===== config.mk =====
export PLATFORM = sky130hd
export DESIGN_NAME = if_id_fetch_stage_flat
export DESIGN_NICKNAME = d
export VERILOG_FILES = /design/src/rtl/if_id_fetch_stage_pkg.sv /design/src/rtl/if_id_fetch_stage_if.sv /design/src/rtl/if_id_fetch_stage_branch_target_buffer.sv /design/src/rtl/if_id_fetch_stage.sv /design/src/flat_wrapper.sv
export SDC_FILE = /design/constraint.sdc
export NUM_CORES = 2
export LEC_CHECK = 0
export CAP_MARGIN = 20
export CORE_ASPECT_RATIO = 0.5
export CORE_UTILIZATION = 55
export DETAILED_ROUTE_END_ITERATION = 7
export GPL_ROUTABILITY_DRIVEN = 0
export PLACE_DENSITY = 0.87
export SLEW_MARGIN = 20
export SYNTH_ARGS = -nofsm -noshare
export SYNTH_HDL_FRONTEND = slang
export SYNTH_SLANG_ARGS = --single-unit

===== constraint.sdc =====
create_clock -name clk -period 3.75 [get_ports clk]
set_input_delay 0.5625 -clock clk [delete_from_list [all_inputs] [get_ports clk]]
set_output_delay 0.5625 -clock clk [all_outputs]
set_load 0.03 [all_outputs]

===== src/rtl/if_id_fetch_stage_pkg.sv =====
// Shared definitions for the fetch stage: bubble encoding and the 2-bit
// branch counter with its saturating helpers.
package if_id_fetch_stage_pkg;

   localparam logic [31:0] BUBBLE_INSTR = 32'h0000_0013;

   typedef enum logic [1:0] {
      SNT = 2'b00,
      WNT = 2'b01,
      WT  = 2'b10,
      ST  = 2'b11
   } ctr_t;

   function automatic ctr_t sat_inc(input ctr_t c);
      return (c == ST) ? ST : ctr_t'(c + 2'b01);
   endfunction

   function automatic ctr_t sat_dec(input ctr_t c);
      return (c == SNT) ? SNT : ctr_t'(c - 2'b01);
   endfunction

endpackage


===== src/rtl/if_id_fetch_stage_if.sv =====
// Fetch-stage bus: EX control/update, instruction memory, and IF/ID outputs.
interface if_id_fetch_stage_if;
   logic        stall_in;
   logic        flush_in;
   logic [31:0] redirect_pc_in;
   logic        upd_valid_in;
   logic [31:0] upd_pc_in;
   logic        upd_taken_in;
   logic [31:0] upd_target_in;
   logic [31:0] imem_addr_out;
   logic [31:0] imem_data_in;
   logic [31:0] PC_out;
   logic [31:0] instr_out;
   logic        prediction_out;
   logic        valid_out;

   modport master (
      output stall_in, flush_in, redirect_pc_in,
      output upd_valid_in, upd_pc_in, upd_taken_in, upd_target_in,
      output imem_data_in,
      input  imem_addr_out, PC_out, instr_out, prediction_out, valid_out
   );

   modport slave (
      input  stall_in, flush_in, redirect_pc_in,
      input  upd_valid_in, upd_pc_in, upd_taken_in, upd_target_in,
      input  imem_data_in,
      output imem_addr_out, PC_out, instr_out, prediction_out, valid_out
   );
endinterface


===== src/rtl/if_id_fetch_stage_branch_target_buffer.sv =====
// Direct-mapped BTB on word addresses. Lookup is combinational and sees the
// state before any same-cycle update.
module branch_target_buffer
   import if_id_fetch_stage_pkg::*;
#(
   parameter int ENTRIES = 16
) (
   input  logic        clk,
   input  logic        rst_n,
   input  logic [29:0] lkp_word,
   output logic        pred,
   output logic [29:0] pred_target,
   input  logic        upd_valid,
   input  logic [29:0] upd_word,
   input  logic        upd_taken,
   input  logic [29:0] upd_target
);
   localparam int IDX_W = $clog2(ENTRIES);
   localparam int TAG_W = 30 - IDX_W;

   logic [ENTRIES-1:0] valid;
   logic [TAG_W-1:0]   tag    [ENTRIES];
   logic [29:0]        target [ENTRIES];
   ctr_t               ctr    [ENTRIES];

   logic [IDX_W-1:0] lidx, uidx;
   logic [TAG_W-1:0] ltag, utag;
   logic             uhit;

   assign lidx = lkp_word[IDX_W-1:0];
   assign ltag = lkp_word[29:IDX_W];
   assign uidx = upd_word[IDX_W-1:0];
   assign utag = upd_word[29:IDX_W];
   assign uhit = valid[uidx] && (tag[uidx] == utag);

   always_comb begin
      pred        = valid[lidx] && (tag[lidx] == ltag) && ctr[lidx][1];
      pred_target = target[lidx];
   end

   always_ff @(posedge clk or negedge rst_n) begin
      if (!rst_n) begin
         for (int i = 0; i < ENTRIES; i++) begin
            valid[i]  <= 1'b0;
            tag[i]    <= '0;
            target[i] <= '0;
            ctr[i]    <= WNT;
         end
      end else if (upd_valid) begin
         if (uhit) begin
            ctr[uidx] <= upd_taken ? sat_inc(ctr[uidx]) : sat_dec(ctr[uidx]);
            if (upd_taken) target[uidx] <= upd_target;
         end else if (upd_taken) begin
            // a taken miss evicts whatever alias occupies the slot
            valid[uidx]  <= 1'b1;
            tag[uidx]    <= utag;
            target[uidx] <= upd_target;
            ctr[uidx]    <= WT;
         end
      end
   end
endmodule


===== src/rtl/if_id_fetch_stage.sv =====
// Fetch stage: PC register, BTB-predicted next-PC mux and IF/ID register.
module if_id_fetch_stage
   import if_id_fetch_stage_pkg::*;
#(
   parameter logic [31:0] RESET_PC    = 32'h0000_0000,
   parameter int          BTB_ENTRIES = 16,
   parameter logic [31:0] NOP_INSTR   = BUBBLE_INSTR
) (
   input logic                clk,
   input logic                rst_n,
   if_id_fetch_stage_if.slave bus
);
   logic [29:0] pc, pc_nxt, btb_target;
   logic        pred;
   logic [31:0] pc_q, instr_q;
   logic        pred_q, valid_q;
   logic        unused;

   // PC is kept word-aligned; low address bits of EX inputs carry no meaning
   assign unused = ^{bus.redirect_pc_in[1:0], bus.upd_pc_in[1:0], bus.upd_target_in[1:0]};

   branch_target_buffer #(.ENTRIES(BTB_ENTRIES)) u_btb (
      .clk        (clk),
      .rst_n      (rst_n),
      .lkp_word   (pc),
      .pred       (pred),
      .pred_target(btb_target),
      .upd_valid  (bus.upd_valid_in),
      .upd_word   (bus.upd_pc_in[31:2]),
      .upd_taken  (bus.upd_taken_in),
      .upd_target (bus.upd_target_in[31:2])
   );

   always_comb begin
      pc_nxt = pc + 30'd1;
      if (bus.flush_in)      pc_nxt = bus.redirect_pc_in[31:2];
      else if (bus.stall_in) pc_nxt = pc;
      else if (pred)         pc_nxt = btb_target;
   end

   always_ff @(posedge clk or negedge rst_n) begin
      if (!rst_n) begin
         pc      <= RESET_PC[31:2];
         pc_q    <= '0;
         instr_q <= NOP_INSTR;
         pred_q  <= 1'b0;
         valid_q <= 1'b0;
      end else begin
         pc <= pc_nxt;
         if (bus.flush_in) begin
            pc_q    <= '0;
            instr_q <= NOP_INSTR;
            pred_q  <= 1'b0;
            valid_q <= 1'b0;
         end else if (!bus.stall_in) begin
            pc_q    <= {pc, 2'b00};
            instr_q <= bus.imem_data_in;
            pred_q  <= pred;
            valid_q <= 1'b1;
         end
      end
   end

   assign bus.imem_addr_out  = {pc, 2'b00};
   assign bus.PC_out         = pc_q;
   assign bus.instr_out      = instr_q;
   assign bus.prediction_out = pred_q;
   assign bus.valid_out      = valid_q;
endmodule

===== src/flat_wrapper.sv =====
// flat-port wrapper written by rule: the top's interface ports become plain ports
module if_id_fetch_stage_flat import if_id_fetch_stage_pkg::*;
#(
   parameter logic [31:0] RESET_PC    = 32'h0000_0000,
   parameter int          BTB_ENTRIES = 16,
   parameter logic [31:0] NOP_INSTR   = BUBBLE_INSTR
)
  (clk, rst_n, bus_stall_in, bus_flush_in, bus_redirect_pc_in, bus_upd_valid_in, bus_upd_pc_in, bus_upd_taken_in, bus_upd_target_in, bus_imem_data_in, bus_imem_addr_out, bus_PC_out, bus_instr_out, bus_prediction_out, bus_valid_out);
  if_id_fetch_stage_if bus_i ();
  input logic clk;
  input logic rst_n;
  input wire logic [$bits(bus_i.stall_in)-1:0] bus_stall_in;
  input wire logic [$bits(bus_i.flush_in)-1:0] bus_flush_in;
  input wire logic [$bits(bus_i.redirect_pc_in)-1:0] bus_redirect_pc_in;
  input wire logic [$bits(bus_i.upd_valid_in)-1:0] bus_upd_valid_in;
  input wire logic [$bits(bus_i.upd_pc_in)-1:0] bus_upd_pc_in;
  input wire logic [$bits(bus_i.upd_taken_in)-1:0] bus_upd_taken_in;
  input wire logic [$bits(bus_i.upd_target_in)-1:0] bus_upd_target_in;
  input wire logic [$bits(bus_i.imem_data_in)-1:0] bus_imem_data_in;
  output wire logic [$bits(bus_i.imem_addr_out)-1:0] bus_imem_addr_out;
  output wire logic [$bits(bus_i.PC_out)-1:0] bus_PC_out;
  output wire logic [$bits(bus_i.instr_out)-1:0] bus_instr_out;
  output wire logic [$bits(bus_i.prediction_out)-1:0] bus_prediction_out;
  output wire logic [$bits(bus_i.valid_out)-1:0] bus_valid_out;
  assign bus_i.stall_in = bus_stall_in;
  assign bus_i.flush_in = bus_flush_in;
  assign bus_i.redirect_pc_in = bus_redirect_pc_in;
  assign bus_i.upd_valid_in = bus_upd_valid_in;
  assign bus_i.upd_pc_in = bus_upd_pc_in;
  assign bus_i.upd_taken_in = bus_upd_taken_in;
  assign bus_i.upd_target_in = bus_upd_target_in;
  assign bus_i.imem_data_in = bus_imem_data_in;
  assign bus_imem_addr_out = bus_i.imem_addr_out;
  assign bus_PC_out = bus_i.PC_out;
  assign bus_instr_out = bus_i.instr_out;
  assign bus_prediction_out = bus_i.prediction_out;
  assign bus_valid_out = bus_i.valid_out;
  if_id_fetch_stage #(.RESET_PC(RESET_PC), .BTB_ENTRIES(BTB_ENTRIES), .NOP_INSTR(NOP_INSTR)) u_core (.clk(clk), .rst_n(rst_n), .bus(bus_i));
endmodule

# --- After elaboration in Yosys (flattened, before gate mapping) ---
# Index checks and enable logic that the tools add are counted.
classes:
  n_addsub: 3
  n_lt_le_gt_ge: 6
  n_eq_ne: 4
  muxes: 46
  bitwise: 7
  n_reduce_logical: 10
ops:
  columns: ["op", "n"]
  rows:
  - ["bitwise mux 480 bit", 1]
  - ["bitwise mux 416 bit", 1]
  - ["binary-select mux 26 bit (select 4 bit)", 2]
  - ["two-way mux 32 bit", 6]
  - ["two-way mux 30 bit", 6]
  - ["two-way mux 26 bit", 5]
  - ["binary-select mux 30 bit (select 4 bit)", 1]
  - ["demux 30 bit (select 4 bit)", 1]
  - ["demux 26 bit (select 4 bit)", 1]
  - ["== test 26 bit", 2]
  - ["bitwise mux 32 bit", 1]
  - ["OR 16 bit", 2]
  - ["adder 30 x 1 -> 30 bit (second input constant)", 1]
  - ["bitwise AND 16 bit", 1]
  - ["binary-select mux 2 bit (select 4 bit)", 2]
  - ["two-way mux 2 bit", 8]
  - ["NOT 16 bit", 1]
  - [">= comparator 5 bit (second input constant)", 2]
  - ["< comparator 4 x 5 -> 1 bit (second input constant)", 2]
  - ["NOT 4 -> 5 bit", 2]
  - ["binary-select mux 1 bit (select 4 bit)", 2]
  - ["demux 2 bit (select 4 bit)", 1]
  - ["two-way mux 1 bit", 7]
  - ["logical AND 1 bit", 5]
  - ["12 further kinds", 13]
word_totals:
  reg_bits: 1040
  inputBits: 134
  out_inout_bits: 98

# --- Longest topological paths before layout ---
depth:
  word_depth: 10
  mapped_depth: 16
  depth_no_buf: 9

# --- Cells and area by module ---
# Synthesis repeated with hierarchy kept, for this count alone.
hier_totals:
  cells_unflattened: 3534
  hier_area_um2: 52409.0
modules_own_cells:
  columns: ["module", "instances", "cells_per_inst", "area_each_um2"]
  rows:
  - ["branch_target_buffer", 1, 3038, 47553.1]
  - ["if_id_fetch_stage", 1, 496, 4855.9]

# --- Worst setup path before layout ---
# No wires, ideal clock.
synth_timing:
  path_kind: "input port to flip-flop"
  start: "in bus_upd_pc_in[3]"
  end: "reg u_core.u_btb.tag[84] (netlist name)"
  setup_ps: 127
  t_arrival_ps: 3958
  path_slack_ps: -336
  path_stages: 16
  cell_sequence: "buf_2 -> buf_6 -> buf_6 -> buf_2 -> buf_2 -> mux4_2 -> mux2i_1 -> nand2_1 -> o211ai_1 -> o21ai_0 -> a2111oi_1 -> nand4_4 -> buf_12 -> nand2_8 -> buf_6 -> mux2_1"
synth_via:
  elab_chain_len: 8
  word_cells_on_any_way: 16
  cone_classes: "order compare: 2; eq/ne: 1; mux: 8; bitwise: 2; reduce/logical: 3"
synth_rtl:
  columns: ["item", "line", "source"]
  rows:
  - ["start: declaration", "flat_wrapper.sv:16", "input wire logic [$bits(bus_i.upd_pc_in)-1:0] bus_upd_pc_in;"]
  - ["NOT 4 -> 5 bit (not written as such)", "if_id_fetch_stage_branch_target_buffer.sv:34, if_id_fetch_stage_branch_target_buffer.sv:56", null]
  - ["binary-select mux 26 bit (select 4 bit)", "if_id_fetch_stage_branch_target_buffer.sv:34", "assign uhit = valid[uidx] && (tag[uidx] == utag);"]
  - ["two-way mux 26 bit (not written as such) (2 in a row)", "if_id_fetch_stage_branch_target_buffer.sv:34", null]
  - ["== test 26 bit", "if_id_fetch_stage_branch_target_buffer.sv:34", null]
  - ["logical AND 1 bit", "if_id_fetch_stage_branch_target_buffer.sv:34", null]
  - ["NOT 1 bit (no line)", null, null]
  - ["AND reduction 3 bit (no line)", null, null]
  - ["end signal: indexed assignment", "if_id_fetch_stage_branch_target_buffer.sv:56", "tag[uidx] <= utag;"]
  - ["end: declaration", "if_id_fetch_stage_branch_target_buffer.sv:22", "logic [TAG_W-1:0] tag [ENTRIES];"]
# Several ways; a longest one is shown, not always the timed one. The select of a mux whose other input is x is not followed.
# A chain may end at the register's enable or synchronous reset.

# --- Final worst setup path ---
layout_timing:
  start: "reg u_core.pc[1]"
  end: "reg u_core.pc[6]"
layout_via:
  elab_chain_len: 10
  word_cells_on_any_way: 19
  cone_classes: "add/sub: 1; eq/ne: 1; mux: 14; bitwise: 1; reduce/logical: 2"
layout_rtl:
  columns: ["item", "line", "source"]
  rows:
  - ["start: declaration", "if_id_fetch_stage.sv:13", "logic [29:0] pc, pc_nxt, btb_target;"]
  - ["start signal: assignment", "if_id_fetch_stage.sv:43", "pc <= RESET_PC[31:2];"]
  - ["start signal: assignment", "if_id_fetch_stage.sv:49", "pc <= pc_nxt;"]
  - ["NOT 4 -> 5 bit (not written as such)", "if_id_fetch_stage_branch_target_buffer.sv:37, if_id_fetch_stage_branch_target_buffer.sv:38", null]
  - ["binary-select mux 26 bit (select 4 bit)", "if_id_fetch_stage_branch_target_buffer.sv:37", "pred = valid[lidx] && (tag[lidx] == ltag) && ctr[lidx][1];"]
  - ["two-way mux 26 bit (not written as such) (2 in a row)", "if_id_fetch_stage_branch_target_buffer.sv:37", null]
  - ["== test 26 bit", "if_id_fetch_stage_branch_target_buffer.sv:37", null]
  - ["logical AND 1 bit (2 in a row)", "if_id_fetch_stage_branch_target_buffer.sv:37", null]
  - ["two-way mux 30 bit (*)", "if_id_fetch_stage.sv:38", "else if (pred) pc_nxt = btb_target;"]
  - ["two-way mux 30 bit (*)", "if_id_fetch_stage.sv:37", "else if (bus.stall_in) pc_nxt = pc;"]
  - ["two-way mux 30 bit (*)", "if_id_fetch_stage.sv:36", "if (bus.flush_in) pc_nxt = bus.redirect_pc_in[31:2];"]
# Mark *: on every way between the ends. The rest lies on a longest branch, timed or not. The select of a mux whose other input is x is not followed.

==> results_dict.tcl <==
set metrics [dict create \
    clk_pin_slew_ns 0.07 \
    ys_seq_elements 1038 \
    cp_max_fo 20 \
    critical_path.most_common_cell "buf_12" \
    layout-drive-gt1-share_pct 46.8 \
    p_comb_share_pct 25.1 \
    min_period_ns 4.02 \
    synth_most_common_cell "dfrtp_1" \
    worstMarginPinSlew_ns 1.01 \
    tritoncts "yes" \
    cts_num_sinks 1038 \
    critPathBufInv 4 \
    synth_area_leader_cell "dfrtp_1" \
    maxCapViolCount 0 \
    drt_pass1_iterations 8 \
    routedWlPerCell_um 30.5 \
    gr-total-overflow 0 \
    route.detailed.drc 1 \
    p_int_mw 23.9 \
    final_hold_viol_count 0 \
    netlist_area_um2 52600 \
    routed_wl_mm 162 \
    max-vdd-ir-drop_mv 0.384 \
    end_kind "flop" \
    rsz0062_at_grt "yes" \
    setup_ws_ns -0.273 \
    dpl.hpwl_mm 105 \
    ctsRootBufferMaster "clkbuf_16" \
    drtIter0Drc 4752 \
    grt.total_usage_pct 33.3 \
    grt_pass1_vias 37700 \
    worstPathRequired_ns 4.32 \
    ys_types 89 \
    dr_total_vias 36300 \
    synth-edff-count 0 \
    swShare_pct 29.4 \
    nFillCells 5617 \
    crit_slowest_cell "dfrtp_4" \
    layout-area-overhead-vs-synth_pct 20.4 \
    pwr-share-clk_pct 31.1 \
    synthArstFlopShare_pct 100 \
    design.core.area_um2 93900 \
    dp.cells 5100 \
    start_util_pct 56.1 \
    insertion_delay_ns 0.72 \
    max_stage_delay_ns 0.57 \
    slew-limit-headroom_pct 32.6 \
    hold_ws_ns 0.295 \
    power_density_nw_per_um2 534 \
    synthTopCellsByArea "dfrtp_1, mux4_2, mux2_2" \
    antenna_left 0 \
    portBuffers 221 \
    nets 4101 \
    h-tree-depth 3 \
    p_leak_nw 28.3 \
    timing.final.crit_share_pct 107 \
    die_x_um 440 \
    slew_viol_final 0 \
    ys.flop_type "dfrtp_1" \
    start_kind "flop" \
    utilization_pct 67.5 \
    finalNonFillerCells 5309 \
    die_area_um2 97000 \
    ys_warn_count 0 \
    cp_data_arrival_time_ns 4.59 \
    status "finished with violations" \
    holdCritPathClass "primary input to flop" \
    clk_path_buf_depth 3 \
    synth_top_area_share_pct 48.4 \
    synth_commonest_cells "dfrtp_1, mux2_2, mux4_2" \
    netSwitchingPower_mw 9.97 \
    power_frac_seq_pct 43.8 \
    grt_pass1_wl_mm 241 \
    postSynthAreaPerCell_um2 14.6 \
    cp_top_family "simple AND/OR/NAND/NOR gates" \
    violations "DRC, setup timing" \
    pin_count 232 \
    avgViaCountPerCell 6.84 \
    rows 79 \
    antenna_found_initial 9 \
    crit_chain "buf_12 > buf_12 > mux2_2 > a2bb2oi_1 > and2_1 > xor2_1 > a2111o_1 > or4_4 > nor4_4 > buf_12 > buf_12 > mux2i_2 > o21ai_1" \
    finalSetupViolations 31 \
    numCtsBuffers 94 \
    die_h_um 221 \
    seq_area_frac_synth_pct 49.4 \
    worstSetupPathType "flop to flop" \
    clock_skew_ns 0.0307 \
    syn_inst 3617 \
    grt_max_degree 127 \
    final.setup.tns_ns -5.66 \
    fmax_mhz 249 \
]
area by class of cell:
class	count	area (um2)	share of cell area, %
tap	1255	1570	2.48
clock inverter	50	657	1.04
timing repair buffer	596	6410	10.1
clock buffer	125	2710	4.28
antenna	9	22.5	0.0355
sequential	1038	26000	41.0
inverter	24	91.3	0.144
multi-input combinational	2212	25900	40.9
per-layer routing:
metal	wire length, um	vias to the layer above	global-route usage (%)
met4	9540	2	17.8
met3	17300	599	9.56
met2	75600	2361	51.6
li1	-	14300	-
met1	59600	19100	42.9
met5	17	-	0
cell families after synthesis:
group | count (synthesis) | synth area share [%]
muxes | 1462 | 38.5
DFF | 1038 | 49.4
and+or+nand+nor | 430 | 4.33
adders and majority gates | 2 | 0.0428
buffers and inverters | 370 | 3.40
other | 1 | 0.00712
AOI/OAI and AO/OA | 257 | 3.41
xor gates and xnor gates | 57 | 0.948
placed cells by master, fill, tap and decap left out, types with 98 or more instances in the layout:
master / n
clkdlybuf4s50_1: 214
buf_12: 100
dfrtp_1: 1015
mux2_4: 189
clkbuf_16: 98
buf_4: 256
mux4_2: 357
nor2_1: 115
mux2i_1: 176
mux2_2: 697
timing repair:
item                                   CTS  global route
hold buffers                             1             0
endpoints found under the hold margin   63             0
gates resized for setup                 40            37
setup endpoints to repair               31           287
pin swaps                               13             8
setup buffers                           14             7
cloned                                   2             1
power groups by stage:
stage | sequential [mW] | clock (mW) | combinational [mW]
2_1_floorplan | 14.4 | 0 | 5.40
3_3_place_gp | 14.6 | 0 | 7.77
3_5_place_dp | 14.9 | 0 | 8.06
4_1_cts | 14.7 | 10.6 | 8.30
5_1_grt | 15.0 | 11.0 | 8.86
6_report | 14.8 | 10.5 | 8.50
per-stage QoR:
step	cell area (um2)	setup WS [ns]	total power [mW]
6_report	63400	-0.273	33.9
5_1_grt	63400	-0.279	34.9
4_1_cts	63100	-0.123	33.6
3_5_place_dp	59400	-0.603	22.9
3_3_place_gp	59400	-0.571	22.4
2_1_floorplan	53500	-0.0357	19.8
worst paths after layout:
kind                       cells after the start                       to  slack [ns]                 start
setup / recovery                              13             u_core.pc[6]       -0.27          u_core.pc[1]
min in group asynchronous                      2  u_core.u_btb.target[41]        0.48                 rst_n
max in group asynchronous                      3     u_core.u_btb.tag[88]        2.06                 rst_n
hold / removal                                 2    u_core.bus.PC_out[12]        0.30          bus_flush_in
hold reg to reg                                2     u_core.u_btb.ctr[22]        0.49  u_core.u_btb.ctr[22]
setup reg to reg                              13             u_core.pc[6]       -0.27          u_core.pc[1]
state kept, by name, indices dropped and copies added (netlist names):
register                   count
u_core.bus.PC_out             30
u_core.bus.prediction_out      1
u_core.u_btb.ctr              32
u_core.u_btb.target          480
u_core.u_btb.valid            16
u_core.pc                     30
u_core.bus.valid_out           1
u_core.u_btb.tag             416
u_core.bus.instr_out          32
worst register-to-register path, delay by kind of cell, from the launching register on:
family                    cells  cell delay (ns)
AOI/OAI and AO/OA             3             0.97
xor gates and xnor gates      1             0.08
buffers and inverters         4             0.69
DFF                           1             0.57
muxes                         2             0.45
and+or+nand+nor               3             1.12
(Power assumes the default switching activity.)
